File: src/rtl/alu_mc_pkg.sv
// -----------------------------------------------------------------------------
// alu_mc_pkg
// Shared types and constants for the multi-cycle ALU (alu_mc).
//   alu_func_t  : 3-bit function code (RA, RB, RADD, RSUB, RMUL; 101-111 act as RA)
//   alu_state_t : controller state (IDLE, MUL)
//   FLAG_*      : bit positions of {V,N,Z,C} inside the 4-bit flags word
//   pack_flags  : assembles a flags word from individual flag bits
// -----------------------------------------------------------------------------
package alu_mc_pkg;

  typedef enum logic [2:0] {
    RA   = 3'b000,
    RB   = 3'b001,
    RADD = 3'b010,
    RSUB = 3'b011,
    RMUL = 3'b100
  } alu_func_t;

  typedef enum logic {
    IDLE = 1'b0,
    MUL  = 1'b1
  } alu_state_t;

  localparam int FLAG_V = 3;
  localparam int FLAG_N = 2;
  localparam int FLAG_Z = 1;
  localparam int FLAG_C = 0;

  function automatic logic [3:0] pack_flags(input logic v, input logic n,
                                            input logic z, input logic c);
    logic [3:0] f;
    f         = '0;
    f[FLAG_V] = v;
    f[FLAG_N] = n;
    f[FLAG_Z] = z;
    f[FLAG_C] = c;
    return f;
  endfunction

endpackage

File: src/rtl/alu_mc_mul.sv
// -----------------------------------------------------------------------------
// alu_mc_mul
// Iterative shift-add unsigned multiplier, one partial product per clock.
//   clk, nReset     : clock, asynchronous active-low reset
//   i_load          : latch multiplicand/multiplier, clear accumulator,
//                     load the iteration counter with N-1
//   i_step          : perform one add-and-shift iteration
//   i_mcand         : multiplicand (N bits)
//   i_mplier        : multiplier (N bits)
//   o_last          : counter is 0, so the coming step is the final one
//   o_product_next  : accumulator value after the coming step; on the final
//                     step this is the full 2N-bit product, letting the
//                     controller register it on the same edge
// -----------------------------------------------------------------------------
module alu_mc_mul #(
  parameter int N = 8
) (
  input  logic           clk,
  input  logic           nReset,
  input  logic           i_load,
  input  logic           i_step,
  input  logic [N-1:0]   i_mcand,
  input  logic [N-1:0]   i_mplier,
  output logic           o_last,
  output logic [2*N-1:0] o_product_next
);

  localparam int CW = $clog2(N);

  logic [N-1:0]   r_mcand;
  logic [N-1:0]   r_mplier;
  logic [2*N-1:0] r_acc;
  logic [CW-1:0]  r_count;

  // Upper half plus multiplicand, one bit wider so the carry-out survives
  // and becomes the new MSB after the right shift.
  logic [N:0]     w_upper;
  logic [2*N-1:0] w_acc_next;

  assign w_upper    = r_mplier[0] ? ({1'b0, r_acc[2*N-1:N]} + {1'b0, r_mcand})
                                  : {1'b0, r_acc[2*N-1:N]};
  assign w_acc_next = {w_upper, r_acc[N-1:1]};

  assign o_last         = (r_count == '0);
  assign o_product_next = w_acc_next;

  // NOTE: state registers use non-blocking assignments and every one of them,
  // operand latches included, has an explicit reset value so that an aborted
  // multiply leaves nothing stale behind.
  always_ff @(posedge clk or negedge nReset) begin
    if (!nReset) begin
      r_mcand  <= '0;
      r_mplier <= '0;
      r_acc    <= '0;
      r_count  <= '0;
    end else if (i_load) begin
      r_mcand  <= i_mcand;
      r_mplier <= i_mplier;
      r_acc    <= '0;
      r_count  <= CW'(N - 1);
    end else if (i_step) begin
      r_acc    <= w_acc_next;
      r_mplier <= r_mplier >> 1;
      r_count  <= r_count - CW'(1);
    end
  end

endmodule

File: src/rtl/alu_mc.sv
// -----------------------------------------------------------------------------
// alu_mc
// Multi-cycle ALU: pass A, pass B, add, subtract (single edge) and unsigned
// N x N -> 2N multiply (N edges) with a start/ready/done handshake.
// N must be at least 4.
//   clk        : system clock, rising edge
//   nReset     : asynchronous active-low reset
//   start      : request, taken only while ready = 1
//   func       : function code (alu_func_t); 101-111 behave as RA
//   a, b       : operands, sampled with start
//   ready      : new request can be accepted
//   done       : one-cycle pulse, outputs valid from this cycle on
//   result     : low half of the result
//   result_hi  : high half of the product, 0 for non-multiply operations
//   flags      : {V,N,Z,C}
// -----------------------------------------------------------------------------
module alu_mc
  import alu_mc_pkg::*;
#(
  parameter int N = 8
) (
  input  logic         clk,
  input  logic         nReset,
  input  logic         start,
  input  logic [2:0]   func,
  input  logic [N-1:0] a,
  input  logic [N-1:0] b,
  output logic         ready,
  output logic         done,
  output logic [N-1:0] result,
  output logic [N-1:0] result_hi,
  output logic [3:0]   flags
);

  alu_state_t     r_state;
  logic           r_ready;
  logic           r_done;
  logic [N-1:0]   r_result;
  logic [N-1:0]   r_result_hi;
  logic [3:0]     r_flags;

  alu_func_t      w_func;
  logic           w_accept;
  logic           w_load;
  logic           w_step;
  logic           w_last;
  logic [2*N-1:0] w_product;
  logic [3:0]     w_mul_flags;

  logic           w_is_sub;
  logic [N-1:0]   w_b_eff;
  logic [N:0]     w_sum;
  logic           w_ovf;
  logic [N-1:0]   w_alu_result;
  logic           w_alu_v;
  logic           w_alu_c;
  logic [3:0]     w_alu_flags;

  assign w_func   = alu_func_t'(func);
  assign w_accept = (r_state == IDLE) && start;
  assign w_load   = w_accept && (w_func == RMUL);
  assign w_step   = (r_state == MUL);

  // ---------------------------------------------------------------------------
  // Single-edge datapath: subtract is a + ~b + 1 sharing the adder.
  // ---------------------------------------------------------------------------
  assign w_is_sub = (w_func == RSUB);
  assign w_b_eff  = w_is_sub ? ~b : b;
  assign w_sum    = {1'b0, a} + {1'b0, w_b_eff} + {{N{1'b0}}, w_is_sub};
  // Signed overflow: both adder inputs share a sign the sum does not.
  assign w_ovf    = (a[N-1] == w_b_eff[N-1]) && (w_sum[N-1] != a[N-1]);

  // NOTE: every signal written here gets a default first, so no path through
  // the case leaves it unassigned and no latch is inferred.
  always_comb begin
    w_alu_result = a;
    w_alu_v      = 1'b0;
    w_alu_c      = 1'b0;
    case (w_func)
      RB: w_alu_result = b;
      RADD: begin
        w_alu_result = w_sum[N-1:0];
        w_alu_v      = w_ovf;
        w_alu_c      = w_sum[N];
      end
      RSUB: begin
        w_alu_result = w_sum[N-1:0];
        w_alu_v      = w_ovf;
        // Carry-out of a + ~b + 1 is "no borrow"; report the borrow.
        w_alu_c      = ~w_sum[N];
      end
      default: w_alu_result = a;
    endcase
  end

  assign w_alu_flags = pack_flags(w_alu_v, w_alu_result[N-1],
                                  (w_alu_result == '0), w_alu_c);

  // ---------------------------------------------------------------------------
  // Multiply iterator
  // ---------------------------------------------------------------------------
  alu_mc_mul #(.N(N)) u_mul (
    .clk            (clk),
    .nReset         (nReset),
    .i_load         (w_load),
    .i_step         (w_step),
    .i_mcand        (a),
    .i_mplier       (b),
    .o_last         (w_last),
    .o_product_next (w_product)
  );

  assign w_mul_flags = pack_flags(|w_product[2*N-1:N], 1'b0,
                                  (w_product == '0), 1'b0);

  // ---------------------------------------------------------------------------
  // Controller and output registers
  // ---------------------------------------------------------------------------
  always_ff @(posedge clk or negedge nReset) begin
    if (!nReset) begin
      r_state     <= IDLE;
      r_ready     <= 1'b1;
      r_done      <= 1'b0;
      r_result    <= '0;
      r_result_hi <= '0;
      r_flags     <= '0;
    end else begin
      r_done <= 1'b0;
      case (r_state)
        IDLE: begin
          if (w_accept) begin
            if (w_func == RMUL) begin
              r_state <= MUL;
              r_ready <= 1'b0;
            end else begin
              r_result    <= w_alu_result;
              r_result_hi <= '0;
              r_flags     <= w_alu_flags;
              r_done      <= 1'b1;
            end
          end
        end
        MUL: begin
          if (w_last) begin
            r_result    <= w_product[N-1:0];
            r_result_hi <= w_product[2*N-1:N];
            r_flags     <= w_mul_flags;
            r_done      <= 1'b1;
            r_ready     <= 1'b1;
            r_state     <= IDLE;
          end
        end
        default: begin
          r_state <= IDLE;
          r_ready <= 1'b1;
        end
      endcase
    end
  end

  assign ready     = r_ready;
  assign done      = r_done;
  assign result    = r_result;
  assign result_hi = r_result_hi;
  assign flags     = r_flags;

endmodule
File: config.mk
export PLATFORM = sky130hd
export DESIGN_NAME = alu_mc
export DESIGN_NICKNAME = d
export VERILOG_FILES = /design/src/rtl/alu_mc_pkg.sv /design/src/rtl/alu_mc_mul.sv /design/src/rtl/alu_mc.sv
export SDC_FILE = /design/constraint.sdc
export NUM_CORES = 1
export LEC_CHECK = 0
export ABC_AREA = 1
export CORE_MARGIN = 5
export CORE_UTILIZATION = 50
export DETAILED_ROUTE_END_ITERATION = 10
export PLACE_DENSITY_LB_ADDON = 0.25
export SLEW_MARGIN = 20
export SYNTH_ARGS = -nofsm -noshare
export SYNTH_HDL_FRONTEND = slang
export SYNTH_SLANG_ARGS = --single-unit
File: constraint.sdc
create_clock -name clk -period 1.91 [get_ports clk]
set_input_delay 0.4775 -clock clk [delete_from_list [all_inputs] [get_ports clk]]
set_output_delay 0.4775 -clock clk [all_outputs]
set_load 0.02 [all_outputs]
==> impl_metrics.yaml <==
run_status:
  outcome: "complete, but fails checks"
  violations: "negative setup slack"
die:
  rows: 30
  dieWidth_um: 93.7
  design.core.area_um2: 6790
  initial_core_util: 0.515
  die_height_um: 93.7
  ios: 44
  die-area_um2: 8770
synthesis:
  yosysMostFrequentCell: "nand2_1"
  yosysWarnings: 0
  syn_avg_cell_area_um2: 7.38
  syn_area_um2: 3500
  synth.area.top_cells: "dfrtp_1, nand2_1, inv_1"
  async_flop_share: 1.00
  synth_edf_count: 0
  synthesis.nets: 515
  synthDistinctLibCells: 35
  synth_flop_cell: "dfrtp_1"
  synth_commonest_cells: "nand2_1, inv_1, dfrtp_1"
  synth_seq_cells: 57
  synth.yosys.seq_area_share: 0.408
  synth_top_area_share: 0.400
  yosysTopAreaCell: "dfrtp_1"
  syn_inst: 474
clock_tree:
  cts_max_path_buffers: 2
  clk_latency_ps: 340
  postCtsHoldBufs: 0
  cts_max_level: 3
  path_clk_slew_ps: 80
  cts_made_buffers: 9
  cts_sinks: 57
  cts_root_buffer: "clkbuf_8"
  cts_tree: "yes"
power_and_ir_drop:
  powerDensity_nw_per_um2: 1410
  irDropWorstVdd_mv: 0.805
  finalPower_uw: 7450
  cellLeakagePower_uw: 0.00265
routing:
  wl_per_cell_um: 15.4
  drtPass1Iterations: 7
  drc: 0
  ant_nets: 0
  drtIter0Drc: 326
  drt-total-wl_mm: 10.9
  num_vias: 3816
  avgViaCountPerCell: 5.37
critical_path:
  cpMaxStageDelayCell: "ha_1"
  path_common_cell: "nand2_1"
  cp-start-kind: "input pin"
  crit_path_cell_trace: "buf_6 > inv_4 > nand3_4 > buf_6 > xor2_1 > ha_1 > nand2_2 > nor3_2 > nand2_1 > nand4_1 > nand3_2 > nand2_2 > inv_1 > nand3_1 > nand2_1 > nand2_1 > nand2_1"
  cp_top_family: "simple AND/OR/NAND/NOR gates"
  path_buf_inv: 4
  cp-end-kind: "register"
  cp.arrival_ps: 2350
  crit_type: "input pin to register"
  critPathMaxStageDelay_ps: 310
  cp_max_fo: 6
  cp.required_ps: 2150
final_layout:
  synthToLayoutAreaGrowth_pct: 50.6
  drive_gt1_frac: 0.334
  nets: 650
  antennaDiodeCount: 0
timing:
  fmax_mhz: 475
  setup_slack_ps: -196
  post-route-period-util: 1.10
  maxSlewViolCount: 0
  finalHoldViolCount: 0
  rsz0062_at_grt: "yes"
  worst_slew_pin_slew_ps: 411
  slew_headroom: 0.726
  period_minus_slack_ps: 2110
  setup_viol: 9
  skew_ps: 15.5
  tns_ps: -1240
  hold_slack_ps: 126
job:
  maxCapViolCount: 0
global_route:
  grt_pass1_vias: 3765
  grt_pass1_wl_mm: 17.1
  grt_use_total: 0.247
  grt_max_degree: 58
  antenna_found_initial: 0
  overflow: 0
placed_design:
  gp_congestion: 0.929
  portBuffers: 43
  pre_cts_ws_ps: -983
  hpwl_mm: 7.22
hold_path:
  hp-class: "input pin to async pin"
-- per-layer routing --
metal	GRT usage	wire, um
met2	0.428	5450
met4	0.0963	470
met3	0.0497	676
met5	0	0
met1	0.301	4310
-- power by group --
group / leakage, uW / internal (uW) / switching [uW]
sequential: 0.000737 / 1720 / 338
clock: 0.000110 / 747 / 542
combinational: 0.00181 / 1840 / 2260
-- cells in the final DEF, fill, tap and decap left out, drive strengths merged, types with 14 or more instances in the layout --
cell type,Yosys,layout
inv,67,69
clkdlybuf4s50,0,30
buf,7,98
nand2,142,142
a21oi,14,14
o21ai,36,36
nor2,35,35
ha,17,17
nand3,44,44
dfrtp,56,56
-- path summary, 6_finish.rpt --
check                                     to  slack, ps         startpoint  depth (start not counted)
setup / recovery                    flags[1]       -200            func[2]                         17
hold / removal                       r_state        130             nReset                          2
setup reg to reg                    flags[3]       -140   u_mul.r_mcand[0]                         12
hold reg to reg            u_mul.r_mplier[1]        490  u_mul.r_mplier[2]                          2
max in group asynchronous              ready       1500             nReset                          2
min in group clk           u_mul.r_mplier[1]        490  u_mul.r_mplier[2]                          2
-- stage by stage --
stage               area [um2]  cells  utilization
floorplan                 3520    474            -
global route              5270    710        0.776
global placement          4610    676        0.678
detailed placement        4610    676        0.678
CTS                       5040    705        0.741
finish                    5270    710        0.776
-- cells by family after synthesis --
logic type	share of synthesized area
AND/OR/NAND/NOR	0.282
buffers and inverters	0.0876
AO/OA/AOI/OAI	0.128
flip-flops	0.408
adder cells (fa/ha/maj)	0.0722
XOR/XNOR	0.0225
-- registers in the layout (all words and copies together) (netlist names), 3 cells and up --
| signal | flops |
|---|---|
| flags | 4 |
| result | 8 |
| result_hi | 8 |
| u_mul.r_acc | 15 |
| u_mul.r_count | 3 |
| u_mul.r_mcand | 8 |
| u_mul.r_mplier | 8 |
-- area by class of cell --
cell class	instances	area (um2)
Clock buffer	9	124
Clock inverter	7	103
Tap cell	96	120
Sequential cell	57	1430
Multi-Input combinational cell	337	2070
Fill cell	456	1520
Inverter	67	254
Timing Repair Buffer	137	1170
-- what timing repair did --
action | in CTS | in global routing
setup buffers | 13 | 8
cloned | 0 | 0
pin swaps | 34 | 37
setup endpoints to repair | 16 | 18
gates resized for setup | 66 | 50
Note: power is estimated with default switching activity, not from simulation.
